===== config.mk =====
export PLATFORM = sky130hd
export DESIGN_NAME = que_ctrl
export DESIGN_NICKNAME = d
export VERILOG_FILES = /design/src/rtl/que_ctrl.sv
export SDC_FILE = /design/constraint.sdc
export NUM_CORES = 1
export LEC_CHECK = 0
export CAP_MARGIN = 20
export CORE_MARGIN = 4
export CORE_UTILIZATION = 30
export DETAILED_ROUTE_END_ITERATION = 7
export RECOVER_POWER = 50
export SYNTH_ARGS = -nofsm -noshare
export SYNTH_HDL_FRONTEND = slang
export SYNTH_SLANG_ARGS = --single-unit

===== constraint.sdc =====
create_clock -name clk -period 3.8 [get_ports clk]
set_clock_uncertainty 0.1 [all_clocks]
set_input_delay 0.76 -clock clk [delete_from_list [all_inputs] [get_ports clk]]
set_output_delay 0.76 -clock clk [all_outputs]
set_load 0.05 [all_outputs]

===== src/rtl/que_ctrl.sv =====
// Double-ended queue controller with indexed INSERT/DELETE, which use multi-cycle shifts.
// Define QUE_CTRL_OVWR_EN to let pushes and inserts on a full queue overwrite instead of erroring.
module que_ctrl #(
  parameter int WIDTH = 4,
  parameter int DEPTH = 4,
  localparam int IW = $clog2(DEPTH + 1)
) (
  input  logic                   clk,
  input  logic                   rst_n,
  input  logic                   cmd_valid,
  output logic                   cmd_ready,
  input  logic [2:0]             cmd_op,
  input  logic [IW-1:0]          cmd_idx,
  input  logic [WIDTH-1:0]       cmd_data,
  output logic                   rsp_valid,
  output logic [WIDTH-1:0]       rsp_data,
  output logic                   rsp_err,
  output logic [DEPTH*WIDTH-1:0] q_out,
  output logic [IW-1:0]          count,
  output logic                   full,
  output logic                   empty
);

  typedef enum logic [1:0] {IDLE = 2'd0, SHIFT = 2'd1, WRITE = 2'd2} state_t;

  localparam logic [2:0] OP_NOP  = 3'd0;
  localparam logic [2:0] OP_PSHF = 3'd1;
  localparam logic [2:0] OP_PSHB = 3'd2;
  localparam logic [2:0] OP_POPF = 3'd3;
  localparam logic [2:0] OP_POPB = 3'd4;
  localparam logic [2:0] OP_INS  = 3'd5;
  localparam logic [2:0] OP_DEL  = 3'd6;
  localparam logic [WIDTH-1:0] ZERO_W = {WIDTH{1'b0}};

`ifdef QUE_CTRL_OVWR_EN
  localparam bit OVWR = 1'b1;
`else
  localparam bit OVWR = 1'b0;
`endif

  state_t           state_r, state_s;
  logic [WIDTH-1:0] q_r [DEPTH];
  logic [WIDTH-1:0] q_s [DEPTH];
  logic [IW-1:0]    count_r, count_s, ptr_r, ptr_s, idx_r, idx_s, base_s;
  logic [WIDTH-1:0] data_r, data_s, pick_s, last_s;
  logic             del_r, del_s, grow_r, grow_s;
  logic             ready_r, accept_s, full_s, empty_s;
  logic             rsp_valid_r, rsp_valid_s, rsp_err_r, rsp_err_s;
  logic [WIDTH-1:0] rsp_data_r, rsp_data_s;
  logic             full_r, empty_r;

  // Next-state, queue update and response generation.
  always_comb begin
    state_s     = state_r;
    q_s         = q_r;
    count_s     = count_r;
    ptr_s       = ptr_r;
    idx_s       = idx_r;
    data_s      = data_r;
    del_s       = del_r;
    grow_s      = grow_r;
    rsp_valid_s = 1'b0;
    rsp_err_s   = 1'b0;
    rsp_data_s  = ZERO_W;
    accept_s    = cmd_valid & ready_r;
    full_s      = (count_r == IW'(DEPTH));
    empty_s     = (count_r == IW'(0));
    // A full queue under overwrite behaves as if its last entry were already gone.
    base_s      = full_s ? IW'(DEPTH - 1) : count_r;
    pick_s      = ZERO_W;
    last_s      = ZERO_W;
    for (int i = 0; i < DEPTH; i++) begin
      pick_s = (IW'(i) == cmd_idx) ? q_r[i] : pick_s;
      last_s = (IW'(i) == count_r - IW'(1)) ? q_r[i] : last_s;
    end
    case (state_r)
      IDLE: begin
        if (accept_s) begin
          case (cmd_op)
            OP_NOP: state_s = IDLE;
            OP_PSHF: begin
              if (full_s && !OVWR) begin
                rsp_valid_s = 1'b1;
                rsp_err_s   = 1'b1;
              end else begin
                for (int i = 1; i < DEPTH; i++) q_s[i] = q_r[i-1];
                q_s[0]      = cmd_data;
                count_s     = full_s ? count_r : count_r + IW'(1);
                rsp_valid_s = 1'b1;
              end
            end
            OP_PSHB: begin
              if (full_s && !OVWR) begin
                rsp_valid_s = 1'b1;
                rsp_err_s   = 1'b1;
              end else if (full_s) begin
                for (int i = 0; i < DEPTH - 1; i++) q_s[i] = q_r[i+1];
                q_s[DEPTH-1] = cmd_data;
                rsp_valid_s  = 1'b1;
              end else begin
                for (int i = 0; i < DEPTH; i++) q_s[i] = (IW'(i) == count_r) ? cmd_data : q_s[i];
                count_s     = count_r + IW'(1);
                rsp_valid_s = 1'b1;
              end
            end
            OP_POPF: begin
              rsp_valid_s = 1'b1;
              if (empty_s) begin
                rsp_err_s = 1'b1;
              end else begin
                for (int i = 0; i < DEPTH - 1; i++) q_s[i] = q_r[i+1];
                q_s[DEPTH-1] = ZERO_W;
                rsp_data_s   = q_r[0];
                count_s      = count_r - IW'(1);
              end
            end
            OP_POPB: begin
              rsp_valid_s = 1'b1;
              if (empty_s) begin
                rsp_err_s = 1'b1;
              end else begin
                for (int i = 0; i < DEPTH; i++) q_s[i] = (IW'(i) == count_r - IW'(1)) ? ZERO_W : q_s[i];
                rsp_data_s = last_s;
                count_s    = count_r - IW'(1);
              end
            end
            OP_INS: begin
              if ((full_s && !OVWR) || (cmd_idx > base_s)) begin
                rsp_valid_s = 1'b1;
                rsp_err_s   = 1'b1;
              end else begin
                data_s  = cmd_data;
                idx_s   = cmd_idx;
                del_s   = 1'b0;
                grow_s  = !full_s;
                ptr_s   = base_s;
                state_s = (base_s == cmd_idx) ? WRITE : SHIFT;
              end
            end
            OP_DEL: begin
              if (cmd_idx >= count_r) begin
                rsp_valid_s = 1'b1;
                rsp_err_s   = 1'b1;
              end else begin
                data_s  = pick_s;
                idx_s   = cmd_idx;
                del_s   = 1'b1;
                grow_s  = 1'b0;
                ptr_s   = cmd_idx;
                state_s = (cmd_idx == count_r - IW'(1)) ? WRITE : SHIFT;
              end
            end
            default: begin
              rsp_valid_s = 1'b1;
              rsp_err_s   = 1'b1;
            end
          endcase
        end else begin
          state_s = IDLE;
        end
      end
      SHIFT: begin
        if (del_r) begin
          for (int i = 0; i < DEPTH - 1; i++) q_s[i] = (IW'(i) == ptr_r) ? q_r[i+1] : q_s[i];
          ptr_s   = ptr_r + IW'(1);
          state_s = (ptr_r == count_r - IW'(2)) ? WRITE : SHIFT;
        end else begin
          for (int i = 1; i < DEPTH; i++) q_s[i] = (IW'(i) == ptr_r) ? q_r[i-1] : q_s[i];
          ptr_s   = ptr_r - IW'(1);
          state_s = (ptr_r - IW'(1) == idx_r) ? WRITE : SHIFT;
        end
      end
      WRITE: begin
        rsp_valid_s = 1'b1;
        state_s     = IDLE;
        if (del_r) begin
          for (int i = 0; i < DEPTH; i++) q_s[i] = (IW'(i) == count_r - IW'(1)) ? ZERO_W : q_s[i];
          count_s    = count_r - IW'(1);
          rsp_data_s = data_r;
        end else begin
          for (int i = 0; i < DEPTH; i++) q_s[i] = (IW'(i) == idx_r) ? data_r : q_s[i];
          count_s = grow_r ? count_r + IW'(1) : count_r;
        end
      end
      default: state_s = IDLE;
    endcase
  end

  // State, queue storage and registered outputs.
  always_ff @(posedge clk or negedge rst_n) begin
    if (!rst_n) begin
      state_r     <= IDLE;
      for (int i = 0; i < DEPTH; i++) q_r[i] <= ZERO_W;
      count_r     <= IW'(0);
      ptr_r       <= IW'(0);
      idx_r       <= IW'(0);
      data_r      <= ZERO_W;
      del_r       <= 1'b0;
      grow_r      <= 1'b0;
      ready_r     <= 1'b0;
      rsp_valid_r <= 1'b0;
      rsp_err_r   <= 1'b0;
      rsp_data_r  <= ZERO_W;
      full_r      <= 1'b0;
      empty_r     <= 1'b1;
    end else begin
      state_r     <= state_s;
      q_r         <= q_s;
      count_r     <= count_s;
      ptr_r       <= ptr_s;
      idx_r       <= idx_s;
      data_r      <= data_s;
      del_r       <= del_s;
      grow_r      <= grow_s;
      ready_r     <= (state_s == IDLE);
      rsp_valid_r <= rsp_valid_s;
      rsp_err_r   <= rsp_err_s;
      rsp_data_r  <= rsp_data_s;
      full_r      <= (count_s == IW'(DEPTH));
      empty_r     <= (count_s == IW'(0));
    end
  end

  // Flatten storage onto the q_out bus, entry 0 in the low bits.
  always_comb begin
    q_out = {DEPTH*WIDTH{1'b0}};
    for (int i = 0; i < DEPTH; i++) q_out[i*WIDTH +: WIDTH] = q_r[i];
  end

  assign cmd_ready = ready_r;
  assign rsp_valid = rsp_valid_r;
  assign rsp_err   = rsp_err_r;
  assign rsp_data  = rsp_data_r;
  assign count     = count_r;
  assign full      = full_r;
  assign empty     = empty_r;

endmodule

==> impl_metrics.csv <==
group,metric,value,unit
yosys,yosysUniqueCellTypes,59,
yosys,synth_largest_area_cell,"dfrtp_1",
yosys,post_synth.cell_area_avg,7.883,um^2
critical_path,rr_startpoint,"count[0]",
clock_tree,htreeDepth,2,
detailed_routing,vias_per_cell,6.074,
power_and_ir_drop,ir_drop,0.0005230,V
place,gp_congestion,0.9528,
floorplanning,die_w,126.7,um
yosys,synth_edf_count,0,
critical_path,setup.worst_path.end_class,"flip-flop",
global_route,grt_overflow,0,
global_route,grt_use_total,0.1906,
final_layout,fillers,1416,
yosys,yosysMostFrequentCell,"a21oi_1",
final_layout,finish.instance_area,4990,um^2
sta,min_period_over_period,0.8146,
clock_tree,cts_hold_buf,0,
detailed_routing,antenna_left,0,
clock_tree,root_buffer,"clkbuf_16",
final_layout,drive_above_1_share,0.06940,
detailed_routing,drt-initial-drc-count,588,
worst_hold_path,worstHoldPathType,"flip-flop to flip-flop",
sta,timing.fmax,0.3231,GHz
yosys,synth_top_family_by_area,"compound AO/OA/AOI/OAI gates",
sta,layout_min_cycle_time,3.095,ns
final_layout,area_growth,18.09,%
critical_path,slowest_delay,0.43,ns
yosys,ys_ff_latch,42,
detailed_routing,drc,0,
floorplanning,die_area,16050,um^2
sta,worst_slew_margin_rel,0.1585,
yosys,synth_common_cells,"61 x a21oi_1, 48 x nand2_1, 41 x dfrtp_1",
yosys,synthSimpleGateAreaFrac,0.1786,
critical_path,critPathBufInv,3,
final_layout,regArea,1052,um^2
final_layout,antenna_cells,0,
sta,worstMarginPinSlew,1.262,ns
detailed_routing,routed_wl,15.34,mm
final_layout,fin_nets,598,
sta,grt_setup_unrepaired,"no",
clock_tree,cts_setup_buffers,0,
clock_tree,clock_sinks,42,
global_route,grt_pass1_vias,4411,
yosys,syn_nets,573,
run_status,status,"finished, final reports clean",
place,dpl.hpwl,11.19,mm
clock_tree,numCtsBuffers,5,
power_and_ir_drop,p_leak,2.023,nW
floorplanning,ios,41,
run,cap_violations,0,
final_layout,multiInputGateArea,2882,um^2
sta,fin_ws,0.7045,ns
sta,finalMaxSlewViolations,0,
clock_tree,cts_resized,0,
worst_hold_path,hold_start,"data_r[3]",
global_route,grt_max_degree,43,
place,placed_cells_incl_taps,733,
critical_path,cp_max_fo,7,
critical_path,crit_type,"flip-flop to flip-flop",
place,place_worst_setup_slack,0.4316,ns
place,place_area,4821,um^2
yosys,synthCells,536,
yosys,synthAdderAreaFrac,0.07107,
yosys,synthMuxAreaShare,0.07581,
yosys,synth-main-ff-cell,"dfrtp_1",
sta,fin_setup_tns,0,ns
global_route,grt_pass1_wl,24.71,mm
floorplanning,die_h,126.7,um
critical_path,startpoint_type,"flip-flop",
yosys,syn-cell-area,4225,um^2
critical_path,regToRegSetupSlack,0.70,ns
floorplanning,initial_utilization,0.3056,
sta,finalSetupViolations,0,
critical_path,startpoint,"count[0]",
critical_path,crit_arrival,3.21,ns
sta,whs,0.5223,ns
critical_path,crit_slowest_cell,"nor2_1",
yosys,synth.top_cells.by_area,"dfrtp_1 24%, a21oi_1 7.2%, ha_1 7.1%, mux2i_1 5.4%, nand2_1 4.3%",
detailed_routing,firstDrtPassIters,5,
place,port_buffers,40,
critical_path,cp_cell_sequence,"inv_1, ha_1, and2_1, inv_1, ha_1, inv_1, ha_1, and3_1, a21oi_1, o21a_1, nor2_1, o211ai_1, a31oi_1",
yosys,synth_compound_area_frac,0.3299,
yosys,synth_xor_area_frac,0.02665,
sta,hold_viol_final,0,
clock_tree,clkTransAtPathRegs,0.07,ns
detailed_routing,vias,4507,
yosys,synth_top_area_frac,0.2428,
yosys,synth.yosys.seq_area_share,0.2490,
yosys,async_reset_ff_frac,1.000,
yosys,ys_warn_count,0,
critical_path,required,3.92,ns
clock_tree,cts.path.max_buffers,2,
final_layout,instances_no_fill,742,
floorplanning,core,13830,um^2
clock_tree,cts_tree,"yes",
global_route,antenna_found_initial,0,
power_and_ir_drop,powerDensity,963.6,nW/um^2
floorplanning,rows,43,
detailed_routing,wl_per_cell,20.67,um
clock_tree,clkLatencyLatePin,0.30,ns
critical_path,critical_path.top_delay_family,"simple AND/OR/NAND/NOR gates",
[worst min-delay path: stages (launching register included)]
cell and delay (ns):
dfrtp_1 0.45, nand2_1 0.07, o21ai_0 0.07
[flip-flops by register name, summed over array words and instances (netlist names)]
register,flops
cmd_ready,1
q_out,16
rsp_err,1
full,1
state_r,2
empty,1
rsp_valid,1
idx_r,3
data_r,4
grow_r,1
count,3
rsp_data,4
del_r,1
ptr_r,3
[path summary, 6_finish.rpt]
check                            endpoint  depth (start not counted)
max in group asynchronous        ptr_r[2]                          2
min in group asynchronous        q_out[9]                          1
worst min register to register  data_r[3]                          2
worst max-delay path             ptr_r[0]                         13
worst min-delay path            data_r[3]                          2
worst max register to register   ptr_r[0]                         13
[kinds of logic after synthesis]
kind of cell / count (synthesis)
AOI/OAI and AO/OA: 205
and+or+nand+nor: 151
buffers and inverters: 75
DFF: 42
muxes: 27
adders and majority gates: 24
xor gates and xnor gates: 12
[cell usage in the layout, fill, tap and decap left out, types with 19 or more instances in the layout]
cell type and count:
a21oi_1 61, buf_4 19, clkdlybuf4s50_1 25, dfrtp_1 41
ha_1 24, inv_1 33, mux2i_1 23, nand2_1 48
nor2_1 30, o21ai_0 27
[final cells by class]
| class | instances | area share |
|---|---|---|
| Inverter | 33 | 0.02482 |
| Clock buffer | 6 | 0.02583 |
| Multi-Input combinational cell | 419 | 0.5775 |
| Sequential cell | 42 | 0.2109 |
| Timing Repair Buffer | 60 | 0.1083 |
| Tap cell | 180 | 0.04514 |
| Clock inverter | 2 | 0.007523 |
[where the power goes]
| part | leakage [nW] | switching, W | internal (W) | total (W) |
|---|---|---|---|---|
| Clock | 0.0771 | 0.000203 | 0.000311 | 0.000514 |
| Sequential | 0.527 | 0.000447 | 0.000648 | 0.00110 |
| Combinational | 1.42 | 0.00202 | 0.00118 | 0.00320 |
[metrics by stage]
| stage | utilization | power, W |
|---|---|---|
| after global routing | 0.3609 | 0.005116 |
| after global placement | 0.3487 | 0.004187 |
| final | 0.3609 | 0.004808 |
| after floorplan | - | 0.003230 |
| after detailed placement | 0.3487 | 0.004238 |
| after CTS | 0.3607 | 0.004762 |
[layer usage]
layer	wire [um]	vias up	part of all wire	GRT usage
li1	-	2049	-	-
met1	6608	2119	0.43	0.2656
met2	6718	296	0.44	0.2948
met3	1526	43	0.10	0.03621
met4	483	0	0.031	0.06688
met5	0	-	0	0
Note: power is estimated with default switching activity, not from simulation.
